## config.mk

```make
export PLATFORM = sky130hd
export DESIGN_NAME = fifo_ctrl
export DESIGN_NICKNAME = d
export VERILOG_FILES = /design/src/rtl/fifo_pkg.sv /design/src/rtl/fifo_ptr.sv /design/src/rtl/fifo_ctrl.sv
export SDC_FILE = /design/constraint.sdc
export NUM_CORES = 1
export LEC_CHECK = 0
export BUFFER_PORTS_ARGS = -buffer_cell sky130_fd_sc_hd__buf_2
export CORE_UTILIZATION = 42
export CTS_CLUSTER_SIZE = 8
export DETAILED_ROUTE_END_ITERATION = 7
export GPL_TIMING_DRIVEN = 0
export PLACE_DENSITY = 0.81
export SKIP_LAST_GASP = 1
export SLEW_MARGIN = 0
export SYNTH_ARGS = -nofsm -noshare
export SYNTH_HDL_FRONTEND = slang
export SYNTH_HIERARCHICAL = 1
export SYNTH_SLANG_ARGS = --single-unit
```

## constraint.sdc

```tcl
create_clock -name clk -period 2 [get_ports clk]
set_input_delay 0.2 -clock clk [delete_from_list [all_inputs] [get_ports clk]]
set_output_delay 0.2 -clock clk [all_outputs]
set_load 0.01 [all_outputs]
```

## src/rtl/fifo_pkg.sv

```systemverilog
// Shared sizing defaults and helpers for the synchronous FIFO controller.
package fifo_pkg;
  localparam int DATA_WIDTH_DEF = 8;
  localparam int ADDR_WIDTH_DEF = 4;
  localparam int PTR_W_DEF      = ADDR_WIDTH_DEF + 1;

  function automatic int fifo_depth(input int aw);
    return 1 << aw;
  endfunction

  // Pointers carry one extra wrap bit above the RAM address.
  function automatic int ptr_width(input int aw);
    return aw + 1;
  endfunction
endpackage

```

## src/rtl/fifo_ptr.sv

```systemverilog
// Wrap-bit pointer register: increments modulo 2**PTR_W, synchronous active-high reset.
module fifo_ptr
  import fifo_pkg::*;
#(
  parameter int PTR_W = PTR_W_DEF
) (
  input  logic             clk,
  input  logic             rst,
  input  logic             inc_i,
  output logic [PTR_W-1:0] ptr_o
);
  logic [PTR_W-1:0] ptr_q, ptr_d;

  always_comb begin
    ptr_d = ptr_q;
    if (inc_i) ptr_d = ptr_q + PTR_W'(1);
  end

  always_ff @(posedge clk) begin
    if (rst) ptr_q <= '0;
    else     ptr_q <= ptr_d;
  end

  assign ptr_o = ptr_q;
endmodule

```

## src/rtl/fifo_ctrl.sv

```systemverilog
// Pointer/flag controller for a single-clock dual-port FIFO RAM with registered read.
// Optional sticky overflow/underflow outputs: define FIFO_CTRL_ERR_FLAGS_EN.
module fifo_ctrl
  import fifo_pkg::*;
#(
  parameter int DATA_WIDTH = DATA_WIDTH_DEF,
  parameter int ADDR_WIDTH = ADDR_WIDTH_DEF,
  parameter int AF_MARGIN  = 2
) (
  input  logic                  clk,
  input  logic                  rst,
  input  logic                  push,
  input  logic [DATA_WIDTH-1:0] push_data,
  input  logic                  pop,
  output logic [DATA_WIDTH-1:0] pop_data,
  output logic                  pop_valid,
  output logic                  full,
  output logic                  empty,
  output logic                  almost_full,
  output logic [ADDR_WIDTH:0]   count,
  output logic [ADDR_WIDTH-1:0] mem_waddr,
  output logic [ADDR_WIDTH-1:0] mem_raddr,
  output logic [DATA_WIDTH-1:0] mem_wdata,
  output logic                  mem_wen,
  output logic                  mem_ren,
  input  logic [DATA_WIDTH-1:0] mem_rdata
`ifdef FIFO_CTRL_ERR_FLAGS_EN
  ,
  output logic                  overflow,
  output logic                  underflow
`endif
);
  localparam int PTR_W = ptr_width(ADDR_WIDTH);
  localparam int DEPTH = fifo_depth(ADDR_WIDTH);
  localparam logic [PTR_W-1:0] AF_LEVEL = PTR_W'(DEPTH - AF_MARGIN);

  logic [PTR_W-1:0] wr_ptr, rd_ptr;
  logic             push_ok, pop_ok;
  logic             pop_valid_q;

  // Flags come from the pre-edge pointers, so a same-cycle pop never frees room for a push.
  assign empty       = (wr_ptr == rd_ptr);
  assign full        = (wr_ptr[PTR_W-1] != rd_ptr[PTR_W-1]) &&
                       (wr_ptr[PTR_W-2:0] == rd_ptr[PTR_W-2:0]);
  assign count       = wr_ptr - rd_ptr;
  assign almost_full = (count >= AF_LEVEL);

  assign push_ok = push && !full && !rst;
  assign pop_ok  = pop && !empty && !rst;

  assign mem_wen   = push_ok;
  assign mem_ren   = pop_ok;
  assign mem_waddr = wr_ptr[PTR_W-2:0];
  assign mem_raddr = rd_ptr[PTR_W-2:0];
  assign mem_wdata = push_data;

  fifo_ptr #(.PTR_W(PTR_W)) u_wr_ptr (
    .clk   (clk),
    .rst   (rst),
    .inc_i (push_ok),
    .ptr_o (wr_ptr)
  );

  fifo_ptr #(.PTR_W(PTR_W)) u_rd_ptr (
    .clk   (clk),
    .rst   (rst),
    .inc_i (pop_ok),
    .ptr_o (rd_ptr)
  );

  // Valid strobe lines up with the RAM's one-cycle registered read.
  always_ff @(posedge clk) begin
    if (rst) pop_valid_q <= 1'b0;
    else     pop_valid_q <= pop_ok;
  end

  assign pop_valid = pop_valid_q;
  assign pop_data  = mem_rdata;

`ifdef FIFO_CTRL_ERR_FLAGS_EN
  logic ovf_q, udf_q;

  always_ff @(posedge clk) begin
    if (rst) begin
      ovf_q <= 1'b0;
      udf_q <= 1'b0;
    end else begin
      ovf_q <= ovf_q | (push && full);
      udf_q <= udf_q | (pop && empty);
    end
  end

  assign overflow  = ovf_q;
  assign underflow = udf_q;
`endif
endmodule

```

# Word-level counts from Yosys, hierarchy flattened
# Cells that the tools add are included.
# word_totals
regBits	11
elab_cells	18
inputBits	20
# classes
eq_ne	3
reduce_logical	8
add_sub_neg	3
order_cmp	1
# ops
cell	n
adder 5 x 1 -> 5 bit (second input constant)	2
equality test 5 bit	1
greater-or-equal comparator 5 x 4 -> 1 bit (second input constant)	1
logical AND 1 bit	5
subtractor 5 bit	1
equality test 4 bit	1
zero test 1 bit	3
!= test 1 bit	1

# Logic depth before layout (Yosys ltp)
# Gate-level depths: netlist of run 1.
# logic_depth
depth_word	5
ltp_mapped	8
mapped_depth_nobuf	8

# Cells and area by module
# The synthesis of run 1 kept the hierarchy.
# modules_own_cells
module	instances	area_each_um2	cells_each
fifo_ptr	2	247.7	22
fifo_ctrl	1	382.9	51

# Worst setup path after synthesis of run 1
# OpenSTA, ideal clock, no wires.
# synth_path
path_kind	register to register
startpoint	register u_rd_ptr.ptr_q[2], in the netlist u_rd_ptr/ptr_o[2]
endpoint	register u_rd_ptr.ptr_q[4], in the netlist u_rd_ptr/ptr_o[4]
setup_ps	121
synth_period_minus_slack_ps	2171
n_path_buf	1
arrival_time_ps	2050
path_stages_with_launch	9
slack_ps	-171
cell_sequence	dfxtp_1 > inv_1 > ha_1 > nand4_1 > nor2_1 > nor3b_1 > buf_6 > nand4_2 > mux2_4
# synth_via
elab_chain_cells	4
# synth_rtl
element	line_no	text
from (decl)	fifo_ptr.sv:12	logic [PTR_W-1:0] ptr_q, ptr_d;
from (signal assigned)	fifo_ptr.sv:21	else ptr_q <= ptr_d;
equality test 5 bit	fifo_ctrl.sv:42	assign empty = (wr_ptr == rd_ptr);
named net empty	fifo_ctrl.sv:18	output logic empty,
zero test 1 bit	fifo_ctrl.sv:49	assign pop_ok = pop && !empty && !rst;
logical AND 1 bit (2 in a row)	fifo_ctrl.sv:49	
named net mem_ren	fifo_ctrl.sv:25	output logic mem_ren,
# The timed path passes the listed nets, and every way through them passes these cells.
# A chain may end at the register's enable or synchronous reset.

# Final worst setup path of run 1
# layout_path
startpoint	register u_wr_ptr.ptr_q[0], in the netlist u_wr_ptr/ptr_o[0]
endpoint	output almost_full
# layout_via
elab_chain_cells	2
# layout_rtl
element	line_no	text
from (decl)	fifo_ptr.sv:12	
from (signal assigned)	fifo_ptr.sv:21	
subtractor 5 bit	fifo_ctrl.sv:45	assign count = wr_ptr - rd_ptr;
greater-or-equal comparator 5 x 4 -> 1 bit	fifo_ctrl.sv:46	assign almost_full = (count >= AF_LEVEL);
to (decl)	fifo_ctrl.sv:19	output logic almost_full,
# Every way passes these cells.

==> reports/qor.txt, run 1 <==
Critical path class -> flop to primary output
Most frequent cells after synthesis -> 16 x buf_4, 11 x dfxtp_1, 10 x nor2_1
First-pass GRT wire length -> 2.70 mm
Vias per cell -> 4.96
GPL Wtd Cong -> 0.704
CTS buffer count -> 3
Final setup skew -> 0.00702 ns
Register area share after synthesis -> 25.1%
Clk slew on worst S/H paths -> 0.08 ns
ANT cells -> 0
Slew Limit Headroom -> 78.4%
Outcome -> finished with violations
Worst Setup End Kind -> primary output
Vias in the first global route -> 615
Primary FF master, synth -> dfxtp_1
Total GRT Usage -> 17.5%
Initial antenna violation count -> 0
Top post-synthesis cells by area -> dfxtp_1 25%, buf_4 14%, ha_1 8.5%
Worst hold slack -> 0.200 ns
Post-Route WL -> 2.04 mm
Root Buffer -> clkbuf_4
Max clock buf depth -> 2
Nets -> 168
PortBufs -> 38
Post-synth cell types -> 24
Seq cells post-synth -> 11
Crit-path max FO -> 2
Worst-Skew Late Latency -> 0.28 ns
Fin. max-slew vios -> 0
Largest net degree at the start of global routing -> 18
Synth top area share -> 25.1%
Max Clk Rate -> 451 MHz
Antenna-violating nets left -> 0
Ratio of cells with drive above 1 in the final layout -> 65.7%
Die height -> 47.7 µm
Final period utilization -> 111%
Die ar. -> 0.00228 mm²
Overflow after GRT -> 0
Clock sinks -> 11
Syn_nets -> 122
VDD IR-drop max -> 0.314 mV
Max Cap Viol -> 0
Setup Viol. Count Final -> 1
CTS tree -> yes
Fin util -> 62.7%
Most area-hungry cell type in the Yosys netlist -> dfxtp_1
Num rows -> 16
Critical path data required time -> 1.80 ns
P&R area growth vs syn -> 40.0%
Via count -> 829
DR WL/cell -> 12.2 µm
Worst-margin pin slew -> 0.324 ns
I/O pins -> 55
Drt drc -> 0
Setup WS post-layout -> -0.218 ns
DRT iter0 DRCs -> 16
RSZ-0062 raised after global routing -> true
CP Launch Type -> flop
Failing checks -> setup timing
Initial Util -> 44.8%
Tmin final -> 2.22 ns
Post-place setup slack -> -0.0440 ns
Final Hold Viols -> 0
Leak -> 0.670 nW
Total core area -> 0.00196 mm²
Ys Warns -> 6
Post-DP HPWL -> 1.46 mm
Pwr dens -> 456 mW/mm²
Die W -> 47.7 µm
Fillers -> 173
Pwr Total -> 0.000561 W
CP arrival -> 2.02 ns
DR pass1 iterations -> 4
Most frequent cell after synthesis -> buf_4
Mapped Area -> 878 µm²
H-tree depth -> 1
Post-Synthesis Cells -> 95
Hold Crit Class -> input pin to flop
Final instance area -> 0.00123 mm²
Count of flip-flops with a built-in enable after synthesis -> 0
Ys async rst share -> 0%
Placed Area -> 0.00111 mm²
Syn_area_per_cell -> 9.25 µm²
-- logic make-up after synthesis --
kind of cell / count (synthesis) / synth area share [%]
DFF: 11 / 25.1
buffers and inverters: 26 / 19.7
and+or+nand+nor: 31 / 22.5
xor gates and xnor gates: 5 / 4.99
AOI/OAI and AO/OA: 9 / 7.83
muxes: 6 / 9.12
adders and majority gates: 7 / 10.8
-- sequential cells by signal (all words and copies together) (netlist names) --
signal,flops
u_wr_ptr/ptr_o,5
pop_valid,1
u_rd_ptr/ptr_o,5
-- layout by cell type (no fill, tap or decap), types with 3 or more instances in the layout --
cell type	instances
dfxtp_2	4
clkbuf_4	3
a21oi_1	5
dfxtp_4	4
buf_4	19
buf_2	38
mux2_4	4
nand3b_1	3
nor2b_1	4
nand4_2	4
inv_1	6
nor2_1	9
dfxtp_1	3
-- stage by stage --
step / cells / setup TNS [ns]
5_1_grt: 167 / -0.486
3_5_place_dp: 160 / -0.0440
6_report: 167 / -0.218
3_3_place_gp: 160 / -0.0101
4_1_cts: 165 / -0.227
2_1_floorplan: 95 / 0
-- power by group --
part | leakage [nW] | total (W) | internal, W | switching (W)
sequential | 0.0941 | 0.000230 | 0.000222 | 0.00000850
combinational | 0.558 | 0.000172 | 0.0000881 | 0.0000841
clock | 0.0177 | 0.000159 | 0.0000742 | 0.0000850
-- worst paths after layout --
kind / start / end / slack [ns] / cells past startpoint
setup / recovery: u_wr_ptr/ptr_o[0]$_SDFFE_PP0P_ / almost_full / -0.22 / 8
hold / removal: pop / pop_valid$_SDFF_PP0_ / 0.20 / 2
setup reg to reg: u_rd_ptr/ptr_o[2]$_SDFFE_PP0P_ / u_wr_ptr/ptr_o[4]$_SDFFE_PP0P_ / 0.06 / 8
hold reg to reg: u_rd_ptr/ptr_o[1]$_SDFFE_PP0P_ / u_rd_ptr/ptr_o[1]$_SDFFE_PP0P_ / 0.55 / 2
-- per-layer routing --
metal  wire, µm  share of wire [%]  vias to the layer above  track usage, %
met5          0                  0                        -               0
met4         38                1.9                        0            10.0
met3        103                5.0                        4            3.40
met2       1090                 53                       38            30.0
met1        813                 40                      390            20.1
li1           -                  -                      397               -
-- critical path: stages, from the launching register on --
cell      delay [ns]
dfxtp_4         0.36
inv_4           0.05
ha_4            0.11
inv_2           0.03
fa_2            0.54
inv_1           0.04
a2111o_1        0.39
o211ai_2        0.07
buf_2           0.14
-- repair_timing --
item / CTS / global route
gates resized for setup: 4 / 19
setup buffers: 1 / 2
pin swaps: 0 / 6
endpoints found under the setup margin: 3 / 13
hold buffers: 0 / 0
-- cell type report --
type | count | area (µm²) | share of cell area, %
buffer | 18 | 143 | 11.6
clock buffer | 3 | 22.5 | 1.83
clock inverter | 1 | 5.00 | 0.407
inverter | 8 | 32.5 | 2.64
multi-input combinational | 58 | 541 | 43.9
sequential | 11 | 240 | 19.5
tap | 27 | 33.8 | 2.75
timing repair buffer | 41 | 213 | 17.3
(Power assumes the default switching activity.)
==> run 2: changes to the inputs <==
--- a/config.mk
+++ b/config.mk
@@ -6,11 +6,15 @@
 export NUM_CORES = 1
 export LEC_CHECK = 0
 export BUFFER_PORTS_ARGS = -buffer_cell sky130_fd_sc_hd__buf_2
-export CORE_UTILIZATION = 42
+export CELL_PAD_IN_SITES_DETAIL_PLACEMENT = 0
+export CELL_PAD_IN_SITES_GLOBAL_PLACEMENT = 2
+export CORE_ASPECT_RATIO = 2
+export CORE_UTILIZATION = 22
 export CTS_CLUSTER_SIZE = 8
 export DETAILED_ROUTE_END_ITERATION = 7
 export GPL_TIMING_DRIVEN = 0
-export PLACE_DENSITY = 0.81
+export PLACE_DENSITY = 0.79
+export SETUP_SLACK_MARGIN = 0.15
 export SKIP_LAST_GASP = 1
 export SLEW_MARGIN = 0
 export SYNTH_ARGS = -nofsm -noshare
==> reports/qor.txt, run 2 (synthesis gave the netlist of run 1 again) <==
Nets -> 173 (+3.0%)
DRT iter0 DRCs -> 7 (-9)
PortBufs -> 38 (unchanged)
Die W -> 46.7 µm (-2.2%)
Most common cell after layout, fill and taps aside -> buf_2
Leak -> 0.718 nW (+7.1%)
CTS tree -> yes
Num rows -> 32 (+16)
Tmin final -> 2.11 ns (-0.113 ns)
First-pass GRT wire length -> 3.04 mm (+13%)
Drt drc -> 0 (unchanged)
Vias per cell -> 4.23 (-15%)
Fin. max-slew vios -> 0 (unchanged)
Die height -> 91.4 µm (+91%)
Final Hold Viols -> 0 (unchanged)
Hold Crit Class -> input pin to flop
RSZ-0062 raised after global routing -> true
Die ar. -> 0.00426 mm² (+87%)
Total negative setup slack -> -0.123 ns (+0.0949 ns)
Clock sinks -> 11 (unchanged)
H-tree depth -> 1 (unchanged)
I/O pins -> 55 (unchanged)
Post-DP HPWL -> 1.63 mm (+11%)
DR WL/cell -> 10.5 µm (-14%)
Worst-Skew Late Latency -> 0.24 ns (-0.04 ns)
Total GRT Usage -> 9.69% (-7.8 points)
Commonest cells after routing, fill and taps aside -> 38 x buf_2, 23 x buf_4, 9 x nor2_1
Outcome -> finished with violations
Critical path class -> flop to primary output
Worst-margin pin slew -> 0.337 ns (+0.0134 ns)
Setup WS post-layout -> -0.105 ns (+0.113 ns)
Crit-path max FO -> 2 (unchanged)
P&R area growth vs syn -> 55.3%
Via count -> 830 (+0.12%)
Pint -> 0.000450 W (+17%)
CTS buffer count -> 3 (unchanged)
Total core area -> 0.00384 mm² (+96%)
Overflow after GRT -> 0 (unchanged)
Sw Share -> 27.9% (-3.7 points)
Ratio of cells with drive above 1 in the final layout -> 67.6% (+1.9 points)
Worst Setup End Kind -> primary output
Clk slew on worst S/H paths -> 0.05 ns (-0.03 ns)
Vias in the first global route -> 698 (+13%)
Final period utilization -> 105% (-5.7 points)
Largest net degree at the start of global routing -> 18 (unchanged)
Initial Util -> 22.9% (-22 points)
Flop pwr share -> 36.2% (-4.8 points)
Max clock buf depth -> 2 (unchanged)
Cts hold-fix bufs -> 0 (unchanged)
Clock power frac -> 35.6% (+7.2 points)
Initial antenna violation count -> 0 (unchanged)
GPL Wtd Cong -> 0.716 (+1.8%)
Worst hold slack -> 0.242 ns (+0.0416 ns)
Slew Limit Headroom -> 77.5% (-0.97 points)
Critical path data required time -> 1.80 ns (about the same)
Max Cap Viol -> 0 (unchanged)
VDD IR-drop max -> 0.187 mV (-40%)
Max Clk Rate -> 475 MHz (+5.4%)
Comb pwr share -> 28.2% (-2.5 points)
Final setup skew -> 0.00109 ns (-0.00593 ns)
Post-Route WL -> 2.05 mm (+0.54%)
Root Buffer -> clkbuf_8
Psw -> 0.000174 W (-1.8%)
ANT cells -> 0 (unchanged)
Antenna-violating nets left -> 0 (unchanged)
CP arrival -> 1.91 ns (-0.11 ns)
CP Launch Type -> flop
R2R Setup Slk -> 0.22 ns (+0.16 ns)
Setup Viol. Count Final -> 2 (+1)
Failing checks -> setup timing
DR pass1 iterations -> 3 (-1)
Pwr dens -> 458 mW/mm² (+0.33%)
==> run 2: cell count changes in the layout (fill, tap and decap cells not counted), sizes merged <==
cell / change
clkinv: -1
buf: +5
clkbuf: +1
==> run 2: metrics by stage <==
step                      cells  cell area, µm²  utilization, %  setup slack [ns]  power [W]
after global placement      184            1230            32.1            0.0505   0.000394
after floorplan              95             981               -             0.151   0.000341
after global routing        196            1360            35.5            -0.178   0.000664
final                       196            1360            35.5            -0.105   0.000625
after detailed placement    184            1230            32.1            0.0315   0.000397
after CTS                   191            1320            34.3            -0.118   0.000635
==> run 2: repair_timing <==
item,4_1_cts,5_1_grt
resized for setup,5,2
endpoints found under the setup margin,3,7
pin swaps,0,4
buffers inserted,3,5
==> run 2: worst paths after layout <==
kind                                                      from                             end  cells after the start
worst max-delay path            u_wr_ptr/ptr_o[0]$_SDFFE_PP0P_                     almost_full                      8
worst min-delay path                                       pop            pop_valid$_SDFF_PP0_                      2
worst max register to register  u_rd_ptr/ptr_o[1]$_SDFFE_PP0P_  u_rd_ptr/ptr_o[2]$_SDFFE_PP0P_                      9
worst min register to register  u_rd_ptr/ptr_o[2]$_SDFFE_PP0P_  u_rd_ptr/ptr_o[2]$_SDFFE_PP0P_                      2
==> run 2: layer usage <==
metal / GRT usage, % / vias to the layer above / share of wire (%)
li1: - / 408 / -
met1: 10.3 / 378 / 37
met2: 16.9 / 40 / 55
met3: 0.795 / 4 / 5.8
met4: 5.71 / 0 / 2.0
met5: 0 / - / 0
==> run 2: power groups by stage <==
stage / combinational, W / clock [W] / sequential [W]
after global routing: 0.000194 / 0.000243 / 0.000227
final: 0.000176 / 0.000222 / 0.000226
after floorplan: 0.000104 / 0 / 0.000237
after global placement: 0.000158 / 0 / 0.000236
after CTS: 0.000174 / 0.000234 / 0.000227
after detailed placement: 0.000161 / 0 / 0.000236
==> run 2: critical path: stages (launching register included) <==
cell      delay [ns]
dfxtp_4         0.34
inv_4           0.05
ha_4            0.11
inv_1           0.04
fa_2            0.35
xnor2_1         0.15
a2111o_1        0.40
o211ai_2        0.07
buf_2           0.14
==> run 2: cell type report <==
cell class	instances	area, µm²
inverters	8	32.5
multi-input cells	58	581
repair buffers	46	254
plain buffers	18	143
flip-flops and latches	11	245
fillers	411	2480
well taps	51	63.8
clock buffers	4	45.0
==> run 3: changes to the inputs <==
--- a/config.mk
+++ b/config.mk
@@ -9,6 +9,7 @@
 export CELL_PAD_IN_SITES_DETAIL_PLACEMENT = 0
 export CELL_PAD_IN_SITES_GLOBAL_PLACEMENT = 2
 export CORE_ASPECT_RATIO = 2
+export CORE_MARGIN = 8
 export CORE_UTILIZATION = 22
 export CTS_CLUSTER_SIZE = 8
 export DETAILED_ROUTE_END_ITERATION = 7
==> reports/qor.txt, run 3 (synthesis gave the netlist of run 1 again) <==
Commonest cells after routing, fill and taps aside -> 38 x buf_2, 24 x buf_4, 8 x nor2_1
Worst Setup End Kind -> primary output
CTS tree -> yes
First-pass GRT wire length -> 3.94 mm (+29%)
DP Cell Count -> 184 (unchanged)
Most common cell after layout, fill and taps aside -> buf_2
Worst-Skew Late Latency -> 0.24 ns (about the same)
Pwr dens -> 454 mW/mm² (-0.85%)
Setup Viol. Count Final -> 2 (unchanged)
Initial Util -> 22.9% (unchanged)
Root Buffer -> clkbuf_8
VDD IR-drop max -> 0.234 mV (+25%)
CP arrival -> 1.93 ns (+0.02 ns)
CTS buffer count -> 3 (unchanged)
Num rows -> 32 (unchanged)
DRT iter0 DRCs -> 5 (-2)
DR pass1 iterations -> 4 (+1)
Critical path class -> flop to primary output
Drt drc -> 0 (unchanged)
GPL Wtd Cong -> 0.863 (+20%)
PortBufs -> 38 (unchanged)
Final period utilization -> 106% (+1.2 points)
Clk slew on worst S/H paths -> 0.05 ns (about the same)
Hold Crit Class -> input pin to flop
Die W -> 60.7 µm (+30%)
Max Clk Rate -> 470 MHz (-1.1%)
Worst-margin pin slew -> 0.318 ns (-0.0193 ns)
Fillers -> 410 (-0.24%)
ANT cells -> 0 (unchanged)
Setup WS post-layout -> -0.129 ns (-0.0240 ns)
RSZ-0062 raised after global routing -> true
Clock sinks -> 11 (unchanged)
P&R area growth vs syn -> 60.3%
CP Launch Type -> flop
Antenna-violating nets left -> 0 (unchanged)
Worst hold slack -> 0.228 ns (-0.0133 ns)
Most common cell on crit path -> inv_2
Total GRT Usage -> 8.08% (-1.6 points)
Crit-path cells -> inv_2 -> ha_4 -> inv_2 -> fa_2 -> xnor2_2 -> a2111o_1 -> o211ai_2 -> buf_2
I/O pins -> 55 (unchanged)
Final Hold Viols -> 0 (unchanged)
Initial antenna violation count -> 0 (unchanged)
DR WL/cell -> 12.6 µm (+20%)
Via count -> 840 (+1.2%)
Vias in the first global route -> 935 (+34%)
Hold Path Depth -> 2 (unchanged)
Die ar. -> 0.00639 mm² (+50%)
Non-filler cells, final -> 198 (+1.0%)
Outcome -> finished with violations
H-tree depth -> 1 (unchanged)
Crit-path max FO -> 2 (unchanged)
Nets -> 175 (+1.2%)
Leak -> 0.740 nW (+3.0%)
Total core area -> 0.00384 mm² (unchanged)
Crit path max-delay family -> adder cells
Post-DP HPWL -> 2.04 mm (+25%)
Levels on crit path -> 8 (unchanged)
Largest net degree at the start of global routing -> 18 (unchanged)
Register-to-Register Path Depth -> 8 (-1)
Vias per cell -> 4.24 (+0.18%)
Slowest stage delay, CP -> 0.40 ns (about the same)
Tmin final -> 2.13 ns (+0.0240 ns)
Die height -> 105 µm (+15%)
Fin. max-slew vios -> 0 (unchanged)
Critical path data required time -> 1.80 ns (about the same)
Final setup skew -> 0.000544 ns (-0.000543 ns)
Max clock buf depth -> 2 (unchanged)
Overflow after GRT -> 0 (unchanged)
Slowest CP cell -> a2111o_1
Failing checks -> setup timing
Slew Limit Headroom -> 78.8% (+1.3 points)
Post-Route WL -> 2.49 mm (+21%)
Ratio of cells with drive above 1 in the final layout -> 71.4% (+3.8 points)
Max Cap Viol -> 0 (unchanged)
CP Buf/Inv Count -> 3 (unchanged)
==> run 3: power by group <==
group / leakage [nW] / total (W) / internal (W) / switching (W)
registers: 0.0949 / 0.000224 / 0.000218 / 0.00000562
clock network: 0.0228 / 0.000230 / 0.000141 / 0.0000895
logic: 0.622 / 0.000185 / 0.0000956 / 0.0000894
==> run 3: cell type report <==
class / instances / area (µm²) / share of cell area [%]
sequential: 11 / 248 / 17.6
tap: 51 / 63.8 / 4.53
clock buffer: 4 / 45.0 / 3.20
timing repair buffer: 48 / 273 / 19.4
multi-input combinational: 58 / 606 / 43.0
inverter: 8 / 30.0 / 2.13
buffer: 18 / 143 / 10.1
==> run 3: repair_timing <==
| action | CTS | global route |
|---|---|---|
| hold buffers | 0 | 0 |
| buffers inserted | 5 | 5 |
| endpoints found under the setup margin | 6 | 14 |
| hold endpoints to repair | 0 | 0 |
| pin swaps | 4 | 5 |
| gates resized for setup | 5 | 9 |
==> run 3: routing by layer <==
metal	global-route usage, %	vias up	part of all wire [%]
li1	-	408	-
met1	6.99	376	34
met2	13.7	48	48
met3	2.68	8	13
met4	7.23	0	5.0
met5	0	-	0
==> run 3: worst paths after layout <==
kind	from	to	slack, ns
min	pop	pop_valid$_SDFF_PP0_	0.23
min reg2reg	u_rd_ptr/ptr_o[1]$_SDFFE_PP0P_	u_rd_ptr/ptr_o[1]$_SDFFE_PP0P_	0.56
max	u_wr_ptr/ptr_o[0]$_SDFFE_PP0P_	almost_full	-0.13
max reg2reg	u_rd_ptr/ptr_o[2]$_SDFFE_PP0P_	u_wr_ptr/ptr_o[4]$_SDFFE_PP0P_	0.20
==> run 3: per-stage QoR <==
| step | total power, W | utilization, % | area (µm²) | setup WS, ns | TNS, ns |
|---|---|---|---|---|---|
| after floorplan | 0.000341 | - | 981 | 0.151 | 0 |
| after global placement | 0.000397 | 32.1 | 1230 | 0.0379 | 0 |
| after detailed placement | 0.000400 | 32.1 | 1230 | 0.0135 | 0 |
| after CTS | 0.000644 | 34.8 | 1340 | -0.136 | -0.162 |
| after global routing | 0.000678 | 36.6 | 1410 | -0.207 | -0.303 |
| final | 0.000639 | 36.6 | 1410 | -0.129 | -0.159 |
